--- config.mk ---
export PLATFORM = sky130hd
export DESIGN_NAME = uart_rx_cmd_ctrl
export DESIGN_NICKNAME = d
export VERILOG_FILES = /design/src/rtl/uart_mem_pkg.sv /design/src/rtl/frame_assembler.sv /design/src/rtl/uart_rx_cmd_ctrl.sv
export SDC_FILE = /design/constraint.sdc
export NUM_CORES = 1
export LEC_CHECK = 0
export BUFFER_PORTS_ARGS = -buffer_cell sky130_fd_sc_hd__buf_2
export CORE_ASPECT_RATIO = 0.8
export CORE_UTILIZATION = 50
export CTS_CLUSTER_SIZE = 8
export DETAILED_ROUTE_END_ITERATION = 12
export HOLD_SLACK_MARGIN = 0.06
export PLACE_DENSITY_LB_ADDON = 0.12
export SYNTH_ARGS = -nofsm -noshare
export SYNTH_HDL_FRONTEND = slang
export SYNTH_SLANG_ARGS = --single-unit
--- constraint.sdc ---
create_clock -name clk -period 2.18 [get_ports clk]
set_input_delay 0.218 -clock clk [delete_from_list [all_inputs] [get_ports clk]]
set_output_delay 0.218 -clock clk [all_outputs]
set_load 0.005 [all_outputs]
--- src/rtl/uart_mem_pkg.sv ---
// Shared definitions for the UART-to-memory command path.
//   ctrl_state_t      : command sequencer state encoding
//   WR_OPCODE_DEFAULT : opcode frame that starts a write command
//   frames_for()      : number of frames needed to fill a field
package uart_mem_pkg;

    typedef enum logic [1:0] {
        IDLE  = 2'd0,
        ADDR  = 2'd1,
        DATA  = 2'd2,
        ISSUE = 2'd3
    } ctrl_state_t;

    localparam logic [7:0] WR_OPCODE_DEFAULT = 8'hA5;

    function automatic int frames_for(input int width, input int fw);
        return width / fw;
    endfunction

endpackage

--- src/rtl/frame_assembler.sv ---
// Shift-in register that builds a wide field from consecutive frames,
// least significant frame first (frame k lands in bits [k*FW +: FW]).
// Ports:
//   clk, rst_l : clock, asynchronous active-low reset
//   clear_i    : restart at frame 0 (contents kept)
//   load_i     : write frame_i into the current slot and advance
//   frame_i    : incoming frame
//   data_o     : assembled field
//   last_o     : the next load fills the final slot
module frame_assembler
    import uart_mem_pkg::*;
#(
    parameter int FRAME_WIDTH = 8,
    parameter int OUT_WIDTH   = 16
) (
    input  logic                   clk,
    input  logic                   rst_l,
    input  logic                   clear_i,
    input  logic                   load_i,
    input  logic [FRAME_WIDTH-1:0] frame_i,
    output logic [OUT_WIDTH-1:0]   data_o,
    output logic                   last_o
);

    localparam int FRAMES = frames_for(OUT_WIDTH, FRAME_WIDTH);
    localparam int CW     = (FRAMES > 1) ? $clog2(FRAMES) : 1;

    logic [CW-1:0]        cnt_q, cnt_d;
    logic [OUT_WIDTH-1:0] data_q, data_d;

    assign last_o = (cnt_q == CW'(FRAMES - 1));
    assign data_o = data_q;

    always_comb begin
        cnt_d  = cnt_q;
        data_d = data_q;
        if (clear_i) begin
            cnt_d = '0;
        end else if (load_i) begin
            data_d[cnt_q*FRAME_WIDTH +: FRAME_WIDTH] = frame_i;
            // Wrap after the final slot so the next field starts at frame 0.
            cnt_d = last_o ? '0 : cnt_q + 1'b1;
        end
    end

    always_ff @(posedge clk or negedge rst_l) begin
        if (!rst_l) begin
            cnt_q  <= '0;
            data_q <= '0;
        end else begin
            cnt_q  <= cnt_d;
            data_q <= data_d;
        end
    end

endmodule

--- src/rtl/uart_rx_cmd_ctrl.sv ---
// Command sequencer behind the UART receiver. Consumes frames
// (opcode, address frames, data frames) and issues one memory write
// per command over a req/ack handshake.
// Ports:
//   clk, rst_l           : clock, asynchronous active-low reset
//   rx_data, rx_done     : received frame and its ready flag
//   clr_rx_done          : one-cycle pulse consuming the frame
//   mem_req/mem_ack      : write request held until acknowledged
//   mem_addr, mem_wdata  : write address/data, stable while mem_req
//   busy                 : sequencer not in IDLE
//   cmd_count            : completed writes, wraps at 255
//   err_opcode/_timeout/_overrun : sticky error flags, cleared by clr_err
//   dbg_state            : current sequencer state
//
// Handshakes: a frame is consumed on a cycle where rx_done is high, no
// clear is already in flight and the sequencer is not in ISSUE; the
// clear pulse follows one cycle later. A write is offered by raising
// mem_req and completes on the first clk edge that samples mem_ack high
// while in ISSUE; mem_ack at any other time is ignored.
module uart_rx_cmd_ctrl
    import uart_mem_pkg::*;
#(
    parameter int                     FRAME_WIDTH    = 8,
    parameter int                     ADDR_WIDTH     = 16,
    parameter int                     DATA_WIDTH     = 32,
    parameter logic [FRAME_WIDTH-1:0] WR_OPCODE      = FRAME_WIDTH'(WR_OPCODE_DEFAULT),
    parameter int                     TIMEOUT_CYCLES = 50000
) (
    input  logic                   clk,
    input  logic                   rst_l,
    input  logic [FRAME_WIDTH-1:0] rx_data,
    input  logic                   rx_done,
    output logic                   clr_rx_done,
    output logic                   mem_req,
    input  logic                   mem_ack,
    output logic [ADDR_WIDTH-1:0]  mem_addr,
    output logic [DATA_WIDTH-1:0]  mem_wdata,
    output logic                   busy,
    output logic [7:0]             cmd_count,
    output logic                   err_opcode,
    output logic                   err_timeout,
    output logic                   err_overrun,
    input  logic                   clr_err,
    output ctrl_state_t            dbg_state
);

    localparam int TW = (TIMEOUT_CYCLES > 1) ? $clog2(TIMEOUT_CYCLES + 1) : 1;

    if ((ADDR_WIDTH % FRAME_WIDTH) != 0) begin : g_bad_addr_width
        $error("ADDR_WIDTH must be a multiple of FRAME_WIDTH");
    end
    if ((DATA_WIDTH % FRAME_WIDTH) != 0) begin : g_bad_data_width
        $error("DATA_WIDTH must be a multiple of FRAME_WIDTH");
    end
    if (TIMEOUT_CYCLES <= 0) begin : g_bad_timeout
        $error("TIMEOUT_CYCLES must be greater than zero");
    end

    ctrl_state_t   state_q, state_d;
    logic          clr_q;
    logic          clr_prev_q;
    logic          rx_prev_q;
    logic          mem_req_q, mem_req_d;
    logic [7:0]    cmd_cnt_q, cmd_cnt_d;
    logic [TW-1:0] tmo_q, tmo_d;
    logic          err_op_q, err_op_d;
    logic          err_tmo_q, err_tmo_d;
    logic          err_ovr_q, err_ovr_d;

    logic consume;
    logic asm_clear, addr_load, data_load;
    logic addr_last, data_last;
    logic op_event, tmo_event, ovr_event;

    // clr_q in the guard stops the same frame being taken twice while
    // the receiver has not yet dropped rx_done.
    assign consume = rx_done & ~clr_q & (state_q != ISSUE);

    // A frame vanished without our clear having preceded the drop.
    assign ovr_event = rx_prev_q & ~rx_done & ~clr_prev_q;

    always_comb begin
        state_d   = state_q;
        mem_req_d = mem_req_q;
        cmd_cnt_d = cmd_cnt_q;
        tmo_d     = tmo_q;
        asm_clear = 1'b0;
        addr_load = 1'b0;
        data_load = 1'b0;
        op_event  = 1'b0;
        tmo_event = 1'b0;

        if (consume) begin
            tmo_d = TW'(TIMEOUT_CYCLES);
        end

        case (state_q)
            IDLE: begin
                if (consume) begin
                    if (rx_data == WR_OPCODE) begin
                        state_d   = ADDR;
                        asm_clear = 1'b1;
                    end else begin
                        op_event = 1'b1;
                    end
                end
            end
            ADDR: begin
                if (consume) begin
                    addr_load = 1'b1;
                    if (addr_last) state_d = DATA;
                end else if (tmo_q == '0) begin
                    state_d   = IDLE;
                    tmo_event = 1'b1;
                end else begin
                    tmo_d = tmo_q - 1'b1;
                end
            end
            DATA: begin
                if (consume) begin
                    data_load = 1'b1;
                    if (data_last) begin
                        state_d   = ISSUE;
                        mem_req_d = 1'b1;
                    end
                end else if (tmo_q == '0) begin
                    state_d   = IDLE;
                    tmo_event = 1'b1;
                end else begin
                    tmo_d = tmo_q - 1'b1;
                end
            end
            ISSUE: begin
                if (mem_ack) begin
                    mem_req_d = 1'b0;
                    cmd_cnt_d = cmd_cnt_q + 1'b1;
                    state_d   = IDLE;
                end
            end
            default: begin
                state_d   = IDLE;
                mem_req_d = 1'b0;
            end
        endcase
    end

    // Sticky flags: a new event outranks a simultaneous clear.
    assign err_op_d  = (err_op_q  & ~clr_err) | op_event;
    assign err_tmo_d = (err_tmo_q & ~clr_err) | tmo_event;
    assign err_ovr_d = (err_ovr_q & ~clr_err) | ovr_event;

    always_ff @(posedge clk or negedge rst_l) begin
        if (!rst_l) begin
            state_q    <= IDLE;
            clr_q      <= 1'b0;
            clr_prev_q <= 1'b0;
            rx_prev_q  <= 1'b0;
            mem_req_q  <= 1'b0;
            cmd_cnt_q  <= '0;
            tmo_q      <= '0;
            err_op_q   <= 1'b0;
            err_tmo_q  <= 1'b0;
            err_ovr_q  <= 1'b0;
        end else begin
            state_q    <= state_d;
            clr_q      <= consume;
            clr_prev_q <= clr_q;
            rx_prev_q  <= rx_done;
            mem_req_q  <= mem_req_d;
            cmd_cnt_q  <= cmd_cnt_d;
            tmo_q      <= tmo_d;
            err_op_q   <= err_op_d;
            err_tmo_q  <= err_tmo_d;
            err_ovr_q  <= err_ovr_d;
        end
    end

    frame_assembler #(
        .FRAME_WIDTH (FRAME_WIDTH),
        .OUT_WIDTH   (ADDR_WIDTH)
    ) u_addr_asm (
        .clk     (clk),
        .rst_l   (rst_l),
        .clear_i (asm_clear),
        .load_i  (addr_load),
        .frame_i (rx_data),
        .data_o  (mem_addr),
        .last_o  (addr_last)
    );

    frame_assembler #(
        .FRAME_WIDTH (FRAME_WIDTH),
        .OUT_WIDTH   (DATA_WIDTH)
    ) u_data_asm (
        .clk     (clk),
        .rst_l   (rst_l),
        .clear_i (asm_clear),
        .load_i  (data_load),
        .frame_i (rx_data),
        .data_o  (mem_wdata),
        .last_o  (data_last)
    );

    assign clr_rx_done = clr_q;
    assign mem_req     = mem_req_q;
    assign busy        = (state_q != IDLE);
    assign cmd_count   = cmd_cnt_q;
    assign err_opcode  = err_op_q;
    assign err_timeout = err_tmo_q;
    assign err_overrun = err_ovr_q;
    assign dbg_state   = state_q;

endmodule
==> run summary, run 1 <==
Status -> finished clean
Worst min-delay path class -> in -> reg
Largest net degree at the start of global routing -> 50
Share of cells above drive strength 1 -> 0.331
DRC errors left -> 0
Asr flop ratio synth -> 1.00
Routed vias -> 3,063
Synth Area in Adders -> 0.0418
Chip Height -> 80.9 um
Synth Area in XOR/XNOR -> 0.0158
FILL cells -> 630
Synthesized cell area -> 0.00389 mm2
Clock buffer count from CTS -> 9
Critical Path AT -> 2.38 ns
Post-synth cell types -> 53
Initial DRC Count -> 179
Area Growth Syn to Fin -> 24.0%
Place WS -> 0.00164 ns
Final HPWL DP -> 6200 um
Clock Tree Root -> clkbuf_8
Syn_nets -> 369
Worst Setup SP -> dbg_state[1]
Leak Pwr -> 2.31 nW
Maximum vdd ir drop -> 0.699 mV
DR pass1 iterations -> 4
H-tree Lvls -> 3
Width of the die -> 101 um
Fraction of synthesized area in multiplexers -> 0.0569
Synthesized area per cell -> 11.3 um2
Synth Area in Compound Gates -> 0.145
FF+latch count, synth -> 84
MaxCap Viol Count -> 0
# IOs -> 77
Port bufs -> 76
CP Data Required Time -> 2.47 ns
Synth Area in Simple Gates -> 0.156
Critical path type -> reg -> reg
Nets -> 474
Synth warn -> 0
Vias/cell -> 5.49
R2R Setup Slk -> 0.09 ns
Worst setup EP type -> flip-flop
Routed len/inst -> 15.9 um
Pwr dens -> 1090 mW/mm2
Final Wtd Congestion -> 0.805
Reg-to-reg startpoint -> dbg_state[1]
Placed cell areas -> 0.00453 mm2
Most common cell after layout, fill and taps aside -> dfrtp_1
CP Launch Type -> flip-flop
Final Max Tran Viols -> 0
Fin Setup TNS -> 0 ns
Worst slew margin -> 0.580
RSZ-0062 raised after global routing -> true
Most frequent cells in the layout -> dfrtp_1 (83), buf_2 (75), inv_1 (30)
CTS tree -> yes
Total power -> 5.25 mW
Min Tclk post-route -> 2.09 ns
Final worst setup slack -> 0.0915 ns
Final instance area -> 0.00483 mm2
Rows -> 28
Antenna viol nets, final -> 0
Clock buffer depth -> 2
Initial Util -> 0.521
Area of the multi-input gates -> 0.00163 mm2
Final hold vios -> 0
Maximum fanout along the worst path -> 5
Sequential fraction of the synthesis area -> 0.540
ANT cells -> 0
GRT Util Overall -> 0.233
Antenna violations before repair -> 0
Latest clock arrival within the worst-skew pair -> 0.36 ns
Vias in the first global route -> 2,840
Slew @ Worst Pin -> 0.629 ns
Die area -> 0.00814 mm2
Skew final -> 0.00977 ns
DRT Wirelength -> 8850 um
Clk sinks -> 84
Worst Setup EP -> tmo_q[7]
Wire length of the first global-routing pass -> 14,400 um
Mapped Cells -> 343
Final Cycle Share -> 0.958
Fmax -> 0.479 GHz
Final setup viols -> 0
Post-synth top flop -> dfrtp_1
Largest family of logic cells by synthesized area -> simple AND/OR/NAND/NOR gates
Core Footprint -> 0.00746 mm2
Reg2reg end -> tmo_q[7]
Worst-path clk slew -> 0.08 ns
GRT overflow -> 0
Post-synth EDFFs -> 0
Register Area -> 0.00210 mm2
Worst Reg-to-Reg Cells -> 6
[stage by stage]
| stage | utilization | hold slack [ns] | instances |
|---|---|---|---|
| after floorplan | - | -0.0776 | 343 |
| after global placement | 0.607 | 0.279 | 536 |
| after CTS | 0.642 | 0.196 | 556 |
| after global routing | 0.647 | 0.214 | 558 |
| after detailed placement | 0.607 | 0.279 | 536 |
| final | 0.647 | 0.216 | 558 |
[cells in the mapped netlist (3+ instances only)]
cell | count | area, um2
o21ai_0 | 26 | 130
clkbuf_1 | 6 | 22.5
o31ai_1 | 4 | 30.0
mux2_2 | 17 | 191
a31oi_1 | 5 | 31.3
and4_1 | 5 | 43.8
inv_1 | 30 | 113
nand4_1 | 19 | 119
nor3_2 | 3 | 30.0
or4_1 | 3 | 22.5
nor2_1 | 11 | 41.3
nor2b_1 | 4 | 25.0
xnor2_1 | 5 | 43.8
a21oi_1 | 13 | 65.1
o32ai_1 | 3 | 26.3
and2_1 | 3 | 18.8
a22o_1 | 19 | 166
dfrtp_1 | 84 | 2100
nor3_1 | 4 | 20.0
nor4_1 | 3 | 18.8
ha_1 | 13 | 163
nand2_1 | 19 | 71.3
nand3_1 | 3 | 15.0
mux2i_1 | 3 | 30.0
[report_power, final]
group | switching (mW) | internal, mW | leakage, nW
sequential | 0.258 | 1.95 | 1.01
combinational | 0.901 | 0.900 | 1.18
clock | 0.555 | 0.681 | 0.114
[registers in the layout, summed over array words and instances, names as in the netlist]
signal	count
err_timeout	1
u_data_asm.data_o	32
dbg_state	2
err_overrun	1
rx_prev_q	1
err_opcode	1
clr_prev_q	1
u_data_asm.cnt_q	2
clr_rx_done	1
u_addr_asm.data_o	16
cmd_count	8
u_addr_asm.last_o	1
mem_req	1
tmo_q	16
[worst max-delay path: stages (launching register included)]
cell	delay, ns
dfrtp_2	0.41
inv_1	0.07
ha_1	0.29
or3b_4	0.41
or2_1	0.23
or4_1	0.49
a21oi_2	0.13
[worst min path at each step]
stage,startpoint,end,cells after the start
floorplan,rst_l,clr_prev_q,0
detailed placement,rst_l,u_data_asm.data_o[29],1
global route,rx_data[5],u_data_asm.data_o[21],2
CTS,rx_data[5],u_data_asm.data_o[21],2
finish,rx_data[6],u_data_asm.data_o[22],2
global placement,rst_l,u_data_asm.data_o[29],1
[final cells by class]
class | instances | share of cell area
inverter | 30 | 0.0233
clock inverter | 5 | 0.0171
tap | 105 | 0.0272
timing repair buffer | 105 | 0.129
clock buffer | 11 | 0.0293
multi-input combinational | 218 | 0.339
sequential | 84 | 0.436
[what timing repair did]
action / 4_1_cts / 5_1_grt
gates resized for setup: 0 / 6
setup buffers: 1 / 2
pin swaps: 0 / 1
endpoints found under the hold margin: 50 / 0
hold buffers: 3 / 0
endpoints found under the setup margin: 7 / 24
[kinds of logic (layout without fill, tap and decap cells)]
family / count (synthesis) / count (layout)
flip-flops: 84 / 84
buffers and inverters: 41 / 151
XOR/XNOR: 7 / 7
AO/OA/AOI/OAI: 83 / 83
multiplexers: 20 / 20
adder cells (fa/ha/maj): 13 / 13
AND/OR/NAND/NOR: 95 / 95
[per-layer routing]
layer | global-route usage | vias to the layer above | routed length, um
met4 | 0.0739 | 0 | 106
li1 | - | 1472 | -
met5 | 0 | - | 0
met3 | 0.0491 | 10 | 524
met2 | 0.347 | 85 | 3980
met1 | 0.342 | 1496 | 4230
Note: power is estimated with default switching activity, not from simulation.
==> run 2, diff against run 1 <==
--- a/config.mk
+++ b/config.mk
@@ -11,7 +11,7 @@
 export CTS_CLUSTER_SIZE = 8
 export DETAILED_ROUTE_END_ITERATION = 12
 export HOLD_SLACK_MARGIN = 0.06
-export PLACE_DENSITY_LB_ADDON = 0.12
+export PLACE_DENSITY = 0.76
 export SYNTH_ARGS = -nofsm -noshare
 export SYNTH_HDL_FRONTEND = slang
 export SYNTH_SLANG_ARGS = --single-unit
==> run summary, run 2 (synthesis gave the netlist of run 1 again) <==
Maximum vdd ir drop -> 0.688 mV
Worst min-delay path class -> in -> reg
Critical path type -> reg -> reg
CP Launch Type -> flip-flop
Critical Path AT -> 2.42 ns
Most frequent cells in the layout -> dfrtp_1 (84), buf_2 (75), inv_1 (30)
Status -> finished clean
Share of cells above drive strength 1 -> 0.324
Port bufs -> 76
Final hold vios -> 0
Final Wtd Congestion -> 0.830
Clock buffer count from CTS -> 9
Crit-path cells -> inv_1 -> ha_4 -> or3b_4 -> or2_1 -> or4_4 -> a21oi_2
Initial DRC Count -> 167
Final worst setup slack -> 0.0434 ns
GRT overflow -> 0
Min Tclk post-route -> 2.14 ns
Wire length of the first global-routing pass -> 15,000 um
Maximum fanout along the worst path -> 6
Clk sinks -> 84
Final setup viols -> 0
Routed len/inst -> 16.3 um
CTS tree -> yes
RSZ-0062 raised after global routing -> true
Rows -> 28
Final Cycle Share -> 0.980
Vias in the first global route -> 2,970
Max reg flops -> 32
Slew @ Worst Pin -> 0.838 ns
Core Footprint -> 0.00746 mm2
Worst hold slack -> 0.0809 ns
Die area -> 0.00814 mm2
Vias/cell -> 5.62
Initial Util -> 0.521
ANT cells -> 0
Leak Pwr -> 2.30 nW
Skew final -> 0.00796 ns
Final HPWL DP -> 6180 um
Final Max Tran Viols -> 0
Chip Height -> 80.9 um
Worst slew margin -> 0.442
Place WS -> -0.0169 ns
Antenna viol nets, final -> 0
CP Data Required Time -> 2.46 ns
Width of the die -> 101 um
Nets -> 471
Clock buffer depth -> 2
# IOs -> 77
Routed vias -> 3,119
Pwr dens -> 1100 mW/mm2
MaxCap Viol Count -> 0
GRT Util Overall -> 0.242
Placed cell areas -> 0.00450 mm2
H-tree Lvls -> 3
Clock Tree Root -> clkbuf_8
CP max stage cell -> or4_4
DR pass1 iterations -> 4
FILL cells -> 609
Fmax -> 0.468 GHz
Latest clock arrival within the worst-skew pair -> 0.35 ns
Area Growth Syn to Fin -> 23.8%
Crit path largest cell delay -> 0.48 ns
DRC errors left -> 0
Most common cell after layout, fill and taps aside -> dfrtp_1
Worst-path clk slew -> 0.08 ns
Largest net degree at the start of global routing -> 68
DRT Wirelength -> 9060 um
Total power -> 5.29 mW
Antenna violations before repair -> 0
Final instance area -> 0.00482 mm2
Worst setup EP type -> flip-flop
[run 2: cell count changes in the layout (fill, tap and decap cells not counted), sizes merged]
cell and change:
clkbuf +2, inv -1, clkinv -1, buf -2, dlygate4sd3 -1
[run 2: stage by stage]
stage | util | std cells | TNS, ns
2_1_floorplan | - | 343 | 0
3_3_place_gp | 0.603 | 533 | 0
3_5_place_dp | 0.603 | 533 | -0.0169
4_1_cts | 0.636 | 551 | 0
5_1_grt | 0.645 | 555 | -0.0574
6_report | 0.645 | 555 | 0
[run 2: layout make-up]
cell class              count  area (um2)  area share
flip-flops and latches     84        2100       0.436
multi-input cells         218        1650       0.342
repair buffers            102         594       0.123
clock buffers              13         159      0.0330
well taps                 105         131      0.0273
inverters                  30         113      0.0234
clock inverters             3        68.8      0.0143
[run 2: path summary, 6_finish.rpt]
kind	to	startpoint	slack (ns)	cells after the start
max	tmo_q[7]	dbg_state[1]	0.04	6
min	err_overrun	clr_err	0.08	2
max reg2reg	tmo_q[7]	dbg_state[1]	0.04	6
min reg2reg	clr_prev_q	clr_rx_done	0.41	0
max in group asynchronous	u_addr_asm.data_o[3]	rst_l	0.99	3
min in group asynchronous	cmd_count[5]	rst_l	0.51	2
[run 2: per-layer routing]
metal | global-route usage | vias to the layer above | wire (um) | share of wire
met5 | 0 | - | 0 | 0
met1 | 0.351 | 1523 | 4380 | 0.48
met4 | 0.0565 | 0 | 80 | 0.0088
met3 | 0.0852 | 7 | 744 | 0.082
met2 | 0.347 | 121 | 3860 | 0.43
li1 | - | 1468 | - | -
[run 2: worst max-delay path: cells and delay by family (launching register included)]
family / cells / cell delay, ns
buffers and inverters: 1 / 0.10
DFF: 1 / 0.41
and+or+nand+nor: 3 / 1.14
AOI/OAI and AO/OA: 1 / 0.14
adders and majority gates: 1 / 0.28
[run 2: power breakdown]
part / total [mW] / switching, mW / internal [mW]
registers: 2.22 / 0.270 / 1.95
clock network: 1.25 / 0.535 / 0.712
logic: 1.82 / 0.924 / 0.896
[run 2: what timing repair did]
item | CTS | global route
pin swaps | 0 | 1
buffers inserted | 0 | 4
gates resized for setup | 1 | 9
hold buffers | 2 | 0
endpoints found under the setup margin | 1 | 34
hold endpoints to repair | 66 | 0
